[src/rtl/seq_restoring_divider_pkg.sv]
// Shared definitions for the sequential restoring divider: FSM states,
// default operand width and the iteration-counter width rule.
package div_pkg;

  typedef enum logic [1:0] {
    IDLE = 2'd0,
    CALC = 2'd1,
    DONE = 2'd2
  } div_state_e;

  localparam int DIV_WIDTH = 8;

  // Counter must hold 0..WIDTH-1; never narrower than one bit.
  function automatic int div_cnt_width(input int width);
    if (width < 2) begin
      return 1;
    end else begin
      return $clog2(width);
    end
  endfunction

endpackage

[src/rtl/seq_restoring_divider_if.sv]
// Operand and result handshakes of the divider bundled as one interface.
// master = producer/consumer side, slave = divider side.
interface seq_restoring_divider_if
  import div_pkg::*;
#(
  parameter int WIDTH = DIV_WIDTH
) ();

  logic             in_valid;
  logic             in_ready;
  logic [WIDTH-1:0] dividend;
  logic [WIDTH-1:0] divisor;
  logic             out_valid;
  logic             out_ready;
  logic [WIDTH-1:0] quotient;
  logic [WIDTH-1:0] remainder;
  logic             div_by_zero;

  modport master (
    output in_valid, dividend, divisor, out_ready,
    input  in_ready, out_valid, quotient, remainder, div_by_zero
  );

  modport slave (
    input  in_valid, dividend, divisor, out_ready,
    output in_ready, out_valid, quotient, remainder, div_by_zero
  );

endinterface

[src/rtl/seq_restoring_divider_step.sv]
// One radix-2 restoring iteration: shift the next dividend bit into the
// partial remainder, trial-subtract the divisor, keep the difference only
// when it is non-negative, and shift the resulting quotient bit into Q.
// The stored remainder is always below the divisor, so only its low WIDTH
// bits are carried; the extra bit lives only in the shifted/trial values.
module div_step
  import div_pkg::*;
#(
  parameter int WIDTH = DIV_WIDTH
) (
  input  logic [WIDTH-1:0] r_i,
  input  logic [WIDTH-1:0] q_i,
  input  logic [WIDTH-1:0] d_i,
  output logic [WIDTH-1:0] r_o,
  output logic [WIDTH-1:0] q_o
);

  logic [WIDTH:0] shifted_s;
  logic [WIDTH:0] trial_s;

  // Trial subtraction and restore decision.
  always_comb begin
    shifted_s = {r_i, q_i[WIDTH-1]};
    trial_s   = shifted_s - {1'b0, d_i};
    if (trial_s[WIDTH] == 1'b0) begin
      r_o = trial_s[WIDTH-1:0];
      q_o = {q_i[WIDTH-2:0], 1'b1};
    end else begin
      r_o = shifted_s[WIDTH-1:0];
      q_o = {q_i[WIDTH-2:0], 1'b0};
    end
  end

endmodule

[src/rtl/seq_restoring_divider.sv]
// Sequential radix-2 restoring divider. Accepts an unsigned operand pair,
// produces one quotient bit per clock and presents quotient, remainder and a
// divide-by-zero flag until the consumer takes them. A zero divisor skips the
// iteration and reports all-ones quotient with the dividend as remainder.
module seq_restoring_divider
  import div_pkg::*;
#(
  parameter int WIDTH = DIV_WIDTH
) (
  input logic                     clk,
  input logic                     n_rst,
  seq_restoring_divider_if.slave  bus
);

  localparam int             CW       = div_cnt_width(WIDTH);
  localparam logic [CW-1:0]  CNT_LAST = CW'(WIDTH - 1);

  div_state_e       state_q, state_d;
  logic [WIDTH-1:0] r_q, r_d;
  logic [WIDTH-1:0] q_q, q_d;
  logic [WIDTH-1:0] dsr_q, dsr_d;
  logic [CW-1:0]    cnt_q, cnt_d;
  logic             zero_q, zero_d;
  logic             in_ready_q, in_ready_d;
  logic             out_valid_q, out_valid_d;
  logic [WIDTH-1:0] quot_q, quot_d;
  logic [WIDTH-1:0] rem_q, rem_d;
  logic             dbz_q, dbz_d;

  logic [WIDTH-1:0] step_r_s;
  logic [WIDTH-1:0] step_q_s;

  div_step #(.WIDTH(WIDTH)) u_step (
    .r_i (r_q),
    .q_i (q_q),
    .d_i (dsr_q),
    .r_o (step_r_s),
    .q_o (step_q_s)
  );

  // Next-state and datapath control; result registers load on entry to DONE.
  always_comb begin
    state_d     = state_q;
    r_d         = r_q;
    q_d         = q_q;
    dsr_d       = dsr_q;
    cnt_d       = cnt_q;
    zero_d      = zero_q;
    in_ready_d  = in_ready_q;
    out_valid_d = out_valid_q;
    quot_d      = quot_q;
    rem_d       = rem_q;
    dbz_d       = dbz_q;
    case (state_q)
      IDLE: begin
        if (bus.in_valid && in_ready_q) begin
          q_d        = bus.dividend;
          dsr_d      = bus.divisor;
          r_d        = '0;
          cnt_d      = '0;
          zero_d     = (bus.divisor == '0);
          in_ready_d = 1'b0;
          state_d    = CALC;
        end else begin
          in_ready_d = 1'b1;
        end
      end
      CALC: begin
        if (zero_q) begin
          // Single bookkeeping cycle; q_q still holds the latched dividend.
          quot_d      = '1;
          rem_d       = q_q;
          dbz_d       = 1'b1;
          out_valid_d = 1'b1;
          state_d     = DONE;
        end else begin
          r_d   = step_r_s;
          q_d   = step_q_s;
          cnt_d = cnt_q + CW'(1);
          if (cnt_q == CNT_LAST) begin
            quot_d      = step_q_s;
            rem_d       = step_r_s;
            dbz_d       = 1'b0;
            out_valid_d = 1'b1;
            state_d     = DONE;
          end else begin
            state_d = CALC;
          end
        end
      end
      DONE: begin
        if (bus.out_ready) begin
          out_valid_d = 1'b0;
          in_ready_d  = 1'b1;
          state_d     = IDLE;
        end else begin
          out_valid_d = 1'b1;
        end
      end
      default: begin
        state_d     = IDLE;
        in_ready_d  = 1'b1;
        out_valid_d = 1'b0;
      end
    endcase
  end

  // State and datapath registers with asynchronous active-low reset.
  always_ff @(posedge clk or negedge n_rst) begin
    if (!n_rst) begin
      state_q     <= IDLE;
      r_q         <= '0;
      q_q         <= '0;
      dsr_q       <= '0;
      cnt_q       <= '0;
      zero_q      <= 1'b0;
      in_ready_q  <= 1'b1;
      out_valid_q <= 1'b0;
      quot_q      <= '0;
      rem_q       <= '0;
      dbz_q       <= 1'b0;
    end else begin
      state_q     <= state_d;
      r_q         <= r_d;
      q_q         <= q_d;
      dsr_q       <= dsr_d;
      cnt_q       <= cnt_d;
      zero_q      <= zero_d;
      in_ready_q  <= in_ready_d;
      out_valid_q <= out_valid_d;
      quot_q      <= quot_d;
      rem_q       <= rem_d;
      dbz_q       <= dbz_d;
    end
  end

  assign bus.in_ready    = in_ready_q;
  assign bus.out_valid   = out_valid_q;
  assign bus.quotient    = quot_q;
  assign bus.remainder   = rem_q;
  assign bus.div_by_zero = dbz_q;

endmodule

[src/flat_wrapper.sv]
// flat-port wrapper written by rule: the top's interface ports become plain ports
module seq_restoring_divider_flat import div_pkg::*;
#(
  parameter int WIDTH = DIV_WIDTH
)
  (clk, n_rst, bus_in_valid, bus_dividend, bus_divisor, bus_out_ready, bus_in_ready, bus_out_valid, bus_quotient, bus_remainder, bus_div_by_zero);
  seq_restoring_divider_if #(.WIDTH(WIDTH)) bus_i ();
  input logic clk;
  input logic n_rst;
  input wire logic [$bits(bus_i.in_valid)-1:0] bus_in_valid;
  input wire logic [$bits(bus_i.dividend)-1:0] bus_dividend;
  input wire logic [$bits(bus_i.divisor)-1:0] bus_divisor;
  input wire logic [$bits(bus_i.out_ready)-1:0] bus_out_ready;
  output wire logic [$bits(bus_i.in_ready)-1:0] bus_in_ready;
  output wire logic [$bits(bus_i.out_valid)-1:0] bus_out_valid;
  output wire logic [$bits(bus_i.quotient)-1:0] bus_quotient;
  output wire logic [$bits(bus_i.remainder)-1:0] bus_remainder;
  output wire logic [$bits(bus_i.div_by_zero)-1:0] bus_div_by_zero;
  assign bus_i.in_valid = bus_in_valid;
  assign bus_i.dividend = bus_dividend;
  assign bus_i.divisor = bus_divisor;
  assign bus_i.out_ready = bus_out_ready;
  assign bus_in_ready = bus_i.in_ready;
  assign bus_out_valid = bus_i.out_valid;
  assign bus_quotient = bus_i.quotient;
  assign bus_remainder = bus_i.remainder;
  assign bus_div_by_zero = bus_i.div_by_zero;
  seq_restoring_divider #(.WIDTH(WIDTH)) u_core (.clk(clk), .n_rst(n_rst), .bus(bus_i));
endmodule
[config.mk]
export PLATFORM = sky130hd
export DESIGN_NAME = seq_restoring_divider_flat
export DESIGN_NICKNAME = d
export VERILOG_FILES = /design/src/rtl/seq_restoring_divider_pkg.sv /design/src/rtl/seq_restoring_divider_if.sv /design/src/rtl/seq_restoring_divider_step.sv /design/src/rtl/seq_restoring_divider.sv /design/src/flat_wrapper.sv
export SDC_FILE = /design/constraint.sdc
export NUM_CORES = 1
export LEC_CHECK = 0
export ABC_AREA = 1
export CAP_MARGIN = 25
export CORE_AREA = 2 2 92 59
export DETAILED_ROUTE_END_ITERATION = 7
export DIE_AREA = 0 0 94 61
export GPL_TIMING_DRIVEN = 0
export PLACE_DENSITY = 0.84
export SLEW_MARGIN = 40
export SYNTH_ARGS = -nofsm -noshare
export SYNTH_HDL_FRONTEND = slang
export SYNTH_SLANG_ARGS = --single-unit
[constraint.sdc]
create_clock -name clk -period 3.2 [get_ports clk]
set_input_delay 0.32 -clock clk [delete_from_list [all_inputs] [get_ports clk]]
set_output_delay 0.32 -clock clk [all_outputs]
set_load 0.05 [all_outputs]
After elaboration in Yosys (flattened, before gate mapping)
Cells that the tools add are included.

cells by class
  $add $sub $neg = 2
  eq/ne operators = 7
  mux-type cells = 29
  bitwise logic cells = 2
  reduce and logical (&&, ||, !) cells = 11

operators by type and width
  operator               count
  $mux W8                9
  $pmux W8 S2            2
  $reduce_and A2 Y1      5
  $sub A9 B8 Y9          1
  $logic_not A8 Y1       1
  $mux W1                8
  $mux W2                4
  $mux W3                2
  $pmux W1 S3            2
  $pmux W2 S3            1
  $pmux W3 S2            1
  $ne A2 B2 Y1 const B   2
  $reduce_bool A2 Y1     2
  $add A3 B1 Y3 const B  1
  $eq A3 B3 Y1 const B   1
  $ne A3 B1 Y1 const B   1
  $reduce_and A3 Y1      1
  $eq A2 B1 Y1 const B   1
  $eq A2 B2 Y1 const B   1
  $logic_not A2 Y1       1
  $ne A2 B1 Y1 const B   1
  $not A1 Y1             2
  $logic_and A1 B1 Y1    1

word-level totals
  flip-flop bits (word level) = 49
  input port bits = 20
  output and inout bits = 19
  word-level logic and storage cells = 62

Longest topological paths before layout
Gate-level depths: netlist of the first run.

  word-level depth = 4
  mapped depth = 14

Hierarchy
Synthesis of the first run repeated with hierarchy kept, for this count alone.

unflattened totals
  cell total of the unflattened synthesis = 418
  area total of the unflattened synthesis = 3039.2 sq um

by module, submodules not included
  module                 times used  cells each  area each (sq um)  sequential area each (sq um)
  seq_restoring_divider  1           306         2398.6             1227.4
  div_step               1           112         640.6              0.0

Worst setup path before layout of the first run
OpenSTA, ideal clock, no wires.

  kind = reg2reg
  start point = register u_core.q_q[7]
  end point = register u_core.rem_q[7], in the netlist u_core.bus.remainder[7]
  setup time = 0.118 ns
  data arrival time = 1.753 ns
  data required time = 3.082 ns
  path slack = 1.330 ns
  stages on the path, launching flop included = 15
  buffers on the path = 0
  clock period less this slack = 1.870 ns
  cell sequence = dfrtp_1 > inv_1 > ha_1 > inv_1 > fa_1 > nand2_2 > nand2_4 > nand3_4 > nand2_4 > nand2_4 > nand2_8 > nand2_2 > nand3_1 > nand2_1 > nand2_1

on the way
  word-level cells in the longest chain between the ends = 4

ends and longest elaborated chain
  element                 line                              source
  start, declared         seq_restoring_divider.sv:20       logic [WIDTH-1:0] q_q, q_d;
  start signal, assigned  seq_restoring_divider.sv:125      q_q <= q_d;
  $sub A9 B8 Y9           seq_restoring_divider_step.sv:24  trial_s = shifted_s - {1'b0, d_i};
  $mux W8                 seq_restoring_divider_step.sv:25  if (trial_s[WIDTH] == 1'b0) begin
  $mux W8                 seq_restoring_divider.sv:80       if (cnt_q == CNT_LAST) begin
  $mux W8 *               seq_restoring_divider.sv:69       if (zero_q) begin
  end signal, assigned    seq_restoring_divider.sv:132      rem_q <= rem_d;
  end, declared           seq_restoring_divider.sv:27       logic [WIDTH-1:0] rem_q, rem_d;

Every way passes the cells marked *; elsewhere a longest branch is shown, timed or not. The select of a mux whose other input is x is not followed.
A chain may end at the register's enable or synchronous reset.

Final worst setup path of the first run
  start point = register u_core.q_q[7]
  end point = register u_core.rem_q[1], in the netlist u_core.bus.remainder[1]

on the way
  word-level cells in the longest chain between the ends = 4

ends and longest elaborated chain
  element        line
  $sub A9 B8 Y9  seq_restoring_divider_step.sv:24
  $mux W8        seq_restoring_divider_step.sv:25
  $mux W8        seq_restoring_divider.sv:80
  $mux W8        seq_restoring_divider.sv:69

Every way passes these cells. The select of a mux whose other input is x is not followed.

==> flow_summary.toml, run 1 <==
[outcome]
outcome = "completed"

[cts]
clock_latency_ns = 0.31
cts_root_buf = "clkbuf_8"
hold_buffers = 1
clkTransAtPathRegs_ns = 0.09
cts_htree_levels = 2
clock_sinks = 49
clk_path_buf_depth = 2
cts_resized = 0
cts_tree = "yes"
numCtsBuffers = 5
post_cts_buffers = 0

[setup_path]
critical_path_class = "flip-flop to flip-flop"
regToRegStartpoint = "u_core.q_q[7]"
setup.worst_path.start_class = "flip-flop"
endpoint_kind = "flip-flop"
startpoint = "u_core.q_q[7]"
arrival_ns = 2.35
r2r_setup_slack_ns = 1.05
worstPathMaxFanout = 8
crit_required_ns = 3.41

[hold_path]
hold_class = "input port to async pin"

[yosys]
synth-simple-area-share = 0.3023
seq_area_frac_synth = 0.4427
ys.flop_type = "dfrtp_1"
synth_fa_ha_area_frac = 0.06588
yosysWarnings = 0
syn_inst = 353
synth_edf_count = 0
synth_top_area_frac = 0.4332
syn-cell-area_mm2 = 0.002773
synth_commonest_cells = "133 x nand2_1, 48 x dfrtp_1, 37 x inv_1, 27 x o21ai_0, 25 x nand3_1"
synth_seq_cells = 49
synth_top_family_by_area = "simple AND/OR/NAND/NOR gates"
synth_compound_area_frac = 0.1124
synthTopCellsByArea = "dfrtp_1 43%, nand2_1 18%, ha_1 5.9%"
async_flop_share = 1.000
synthMuxAreaShare = 0
yosysTopAreaCell = "dfrtp_1"
synthesis.nets = 387
synth_cell_types = 31
synthXorXnorAreaFrac = 0.006318
yosys.cell_count.top_type = "nand2_1"
syn_avg_cell_area_um2 = 7.855

[detailed_routing]
first_iter_violations = 153
wl_per_cell_um = 13.54
ant_nets = 0
finalWirelength_um = 6322
vias_per_cell = 5.310
drc = 0
drt_first_pass_iters = 4
num_vias = 2480

[power_and_ir_drop]
leakage_nw = 1.752
p_per_area_mw_per_mm2 = 1145
ir_drop_v = 0.0005694
total_power_w = 0.003872

[die]
initial_core_util = 0.5682
design.core.area_mm2 = 0.004880
die_y_um = 61
die-area_mm2 = 0.005734
ios = 39
rows = 20
die_w_um = 94

[layout]
final_area_mm2 = 0.003383
nNetsFinal = 434
num-fill-cells = 408
antenna_cells = 0
multi_input_area_mm2 = 0.001350
drive_above_1_share = 0.08978
area_delta_synth_final_pct = 22.02
regArea_mm2 = 0.001227
final_core_util = 0.6933

[placement]
dpl_cell_area_mm2 = 0.003253
pre_cts_ws_ns = 1.095
gp_congestion = 0.8691
dp_hpwl_um = 4929
io_buffers = 38

[sta]
finalCritPeriodShare = 0.6715
drv_slew = 0
worst_slew_pin_slew_ns = 0.4996
setup_viol = 0
final.setup.tns_ns = 0
max_freq_ghz = 0.4654
rsz0062_at_grt = "false"
relSlewSlack = 0.6659
setup_slack_ns = 1.051
report.final.hold_viol_count = 0
fin_skew_ns = 0.004527
period_needed_ns = 2.149

[global_routing]
first_global_vias = 2188
antenna_found_initial = 0
overflow = 0
grt_first_pass_wirelength_um = 10520
grt_max_degree = 28
grt_use_total = 0.2435

[flow_run]
maxCapViolCount = 0
-- final timing paths --
check	endpoint	cells after the start
setup / recovery	u_core.bus.remainder[1]	14
hold / removal	u_core.bus.remainder[4]	2
setup reg to reg	u_core.bus.remainder[1]	14
hold reg to reg	u_core.bus.div_by_zero	2
max in group asynchronous	u_core.bus.in_ready	3
min in group clk	u_core.bus.div_by_zero	2
-- cell type report --
class                      instances  area share
multi-input combinational        254      0.3990
sequential                        49      0.3628
timing repair buffer              40      0.1206
inverter                          41     0.04549
clock buffer                       6     0.02441
tap                               66     0.02441
buffer                             9     0.01220
clock inverter                     2     0.01109
-- cell usage in the layout, fill, tap and decap left out, drive strengths merged, types with 11 or more instances in the layout --
cell type,netlist,final
dfrtp,48,48
nand2,146,146
a21oi,13,13
ha,13,13
clkbuf,5,11
o21ai,29,29
nand3,27,27
inv,39,39
clkdlybuf4s50,0,37
-- flip-flops by register name, indices dropped and copies added, names as in the netlist --
register	cells
u_core.state_q	2
u_core.bus.in_ready	1
u_core.bus.remainder	8
u_core.bus.div_by_zero	1
u_core.zero_q	1
u_core.bus.quotient	8
u_core.r_q	8
u_core.dsr_q	8
u_core.cnt_q	3
u_core.bus.out_valid	1
u_core.q_q	8
-- per-layer routing --
metal / global-route usage / vias to the layer above / routed length (um)
met5: 0 / - / 0
met4: 0.04762 / 0 / 34
met3: 0.04969 / 7 / 345
met2: 0.3602 / 77 / 2666
met1: 0.3756 / 1163 / 3275
li1: - / 1233 / -
-- per-stage QoR --
stage	hold slack [ns]	std cells
6_report	0.4363	467
5_1_grt	0.4490	467
4_1_cts	0.4492	467
3_5_place_dp	0.2321	458
3_3_place_gp	0.4587	457
2_1_floorplan	0.02441	353
-- critical path: stages, from the launching register on --
cell     delay, ns
dfrtp_1       0.39
inv_1         0.11
ha_1          0.16
inv_1         0.07
fa_1          0.42
nand2_2       0.10
nand2_4       0.08
nand3_4       0.12
nand2_4       0.07
nand2_4       0.13
nand2_8       0.10
nand2_2       0.08
nand3_1       0.10
nand2_1       0.08
nand2_1       0.04
-- report_power, final --
group          internal, W  switching, W
clock network     0.000254      0.000215
logic             0.000792       0.00158
registers         0.000889      0.000138
total              0.00194       0.00194
-- kinds of logic after synthesis --
group,after synthesis
buffers and inverters,50
adders and majority gates,14
DFF,49
and+or+nand+nor,185
AOI/OAI and AO/OA,53
xor gates and xnor gates,2
(Power assumes the default switching activity.)
==> run 2: changes to the inputs <==
CORE_AREA = 2 2 101 64   (was 2 2 92 59)
DIE_AREA = 0 0 103 66   (was 0 0 94 61)
PLACE_DENSITY = 0.75   (was 0.84)
clock period = 1.8 ns   (was 3.2 ns; I/O delays follow)
==> run 2 against run 1 <==
The run now ends with negative setup slack left. Sequential share of layout area shrank 2.4 points. Clock power grew 74%. Via count shrank 0.12%. Clock-buffer cell count grew 1. Total power grew 92%. First-iteration DRC count grew 5.9%. Die area grew 19%. Combinational power grew 100%. Global-route usage shrank 3.1 points. Sequential power grew 80%. Critical path type unchanged.
==> flow_summary.toml, run 2 (synthesized netlist as in run 1, its figures left out) <==
[setup_path]
setup.worst_path.start_class = "flip-flop"
arrival_ns = 2.17
worstPathMaxFanout = 7
critical_path_class = "flip-flop to flip-flop"
r2r_cells = 12
crit_required_ns = 2.00
r2r_setup_slack_ns = -0.17
endpoint_kind = "flip-flop"

[layout]
num-fill-cells = 524
layout_commonest_cell = "nand2_1"
antenna_cells = 0
drive_above_1_share = 0.1840
area_delta_synth_final_pct = 30.78
mostFrequentLayoutCells = "123 x nand2_1, 48 x dfrtp_1, 36 x clkdlybuf4s50_1, 34 x inv_1, 27 x o21ai_0"
nNetsFinal = 446

[cts]
cts_root_buf = "clkbuf_8"
cts_tree = "yes"
clkTransAtPathRegs_ns = 0.09
numCtsBuffers = 5
clock_latency_ns = 0.30
clock_sinks = 49
cts_htree_levels = 2
clk_path_buf_depth = 2

[detailed_routing]
route.met3.wl_um = 390
wl_met1_um = 3622
first_iter_violations = 162
route.met2.wl_um = 2739
vias_per_cell = 4.984
top_layer = "met4"
drt_first_pass_iters = 4
wl_per_cell_um = 13.70
finalWirelength_um = 6810
drc = 0
num_vias = 2477
ant_nets = 0

[outcome]
outcome = "complete, but fails checks"
violations = "negative setup slack"

[die]
die_y_um = 66
ios = 39
die-area_mm2 = 0.006798
rows = 22
die_w_um = 103
design.core.area_mm2 = 0.005891
initial_core_util = 0.4707

[placement]
io_buffers = 38
dp_hpwl_um = 4940
gp_congestion = 0.8394

[hold_path]
hold_class = "input port to async pin"

[sta]
relSlewSlack = 0.6682
report.final.hold_viol_count = 0
rsz0062_at_grt = "true"
fin_skew_ns = 0.007517
setup_viol = 18
max_freq_ghz = 0.5083
finalCritPeriodShare = 1.093
final.setup.tns_ns = -1.906
hold_slack_ns = 0.2335
drv_slew = 0
setup_slack_ns = -0.1674
period_needed_ns = 1.967
worst_slew_pin_slew_ns = 0.4961

[power_and_ir_drop]
leakage_nw = 1.865
p_per_area_mw_per_mm2 = 2053
ir_drop_v = 0.0008463

[global_routing]
grt_first_pass_wirelength_um = 10950
first_global_vias = 2223
overflow = 0
grt_max_degree = 44
antenna_found_initial = 0
grt_use_total = 0.2127

[flow_run]
maxCapViolCount = 0
## run 2: changes by cell type in the layout (fill, tap and decap cells not counted), sizes merged
cell,before,now
buf,6,18
clkbuf,11,12
clkinvlp,1,0
dlygate4sd2,0,1
clkdlybuf4s50,37,36
## run 2: area by class of cell
cell class	instances	area (um2)	share of cell area
multi-input combinational	254	1468	0.4048
sequential	49	1227	0.3385
timing repair buffer	52	496.7	0.1370
inverter	41	156.4	0.04313
tap	84	105.1	0.02899
clock buffer	7	86.33	0.02381
buffer	9	56.30	0.01553
clock inverter	1	30.03	0.008282
## run 2: worst max-delay path, stage by stage (launching register included)
cell	delay (ns)
dfrtp_1	0.39
inv_2	0.09
ha_4	0.14
inv_4	0.03
fa_2	0.35
nand2_2	0.09
nand2_4	0.07
nand3_4	0.09
nand3_4	0.16
nand3_1	0.23
nand3_4	0.10
nand2_2	0.08
nand2_1	0.05
## run 2: report_power, final
group	leakage, nW	internal [W]	switching (W)
Sequential	0.615	0.00158	0.000264
Clock	0.0585	0.000453	0.000363
Combinational	1.19	0.00177	0.00302
Total	1.87	0.00380	0.00364
## run 2: path summary, 6_finish.rpt
kind | start | endpoint
max | u_core.q_q[7] | u_core.bus.remainder[3]
min | n_rst | u_core.r_q[5]
max reg2reg | u_core.q_q[7] | u_core.bus.remainder[3]
min reg2reg | u_core.bus.div_by_zero | u_core.bus.div_by_zero
max in group asynchronous | n_rst | u_core.bus.in_ready
min in group clk | bus_divisor[0] | u_core.dsr_q[0]
## run 2: per-layer routing
layer,track usage,vias up
met5,0,-
met2,0.2890,77
met3,0.04017,6
met4,0.05921,0
met1,0.3389,1135
li1,-,1259
## run 2: repair_timing
action | CTS | global route
hold buffers | 1 | 0
gates cloned | 0 | 0
buffers inserted | 6 | 6
hold endpoints to repair | 48 | 0
endpoints found under the setup margin | 28 | 42
resized for setup | 12 | 29
pin swaps | 10 | 2
## run 2: per-stage QoR
stage               cell area (um2)  power [W]    util  cells  worst slack [ns]
global route                   3626   0.008000  0.6155    497           -0.2543
global placement               3273   0.005915  0.5557    475           -0.8520
finish                         3626   0.007445  0.6155    497           -0.1674
floorplan                      2788   0.004920       -    353          0.002574
detailed placement             3291   0.006037  0.5586    476           -0.2009
CTS                            3511   0.007106  0.5960    491           -0.1036
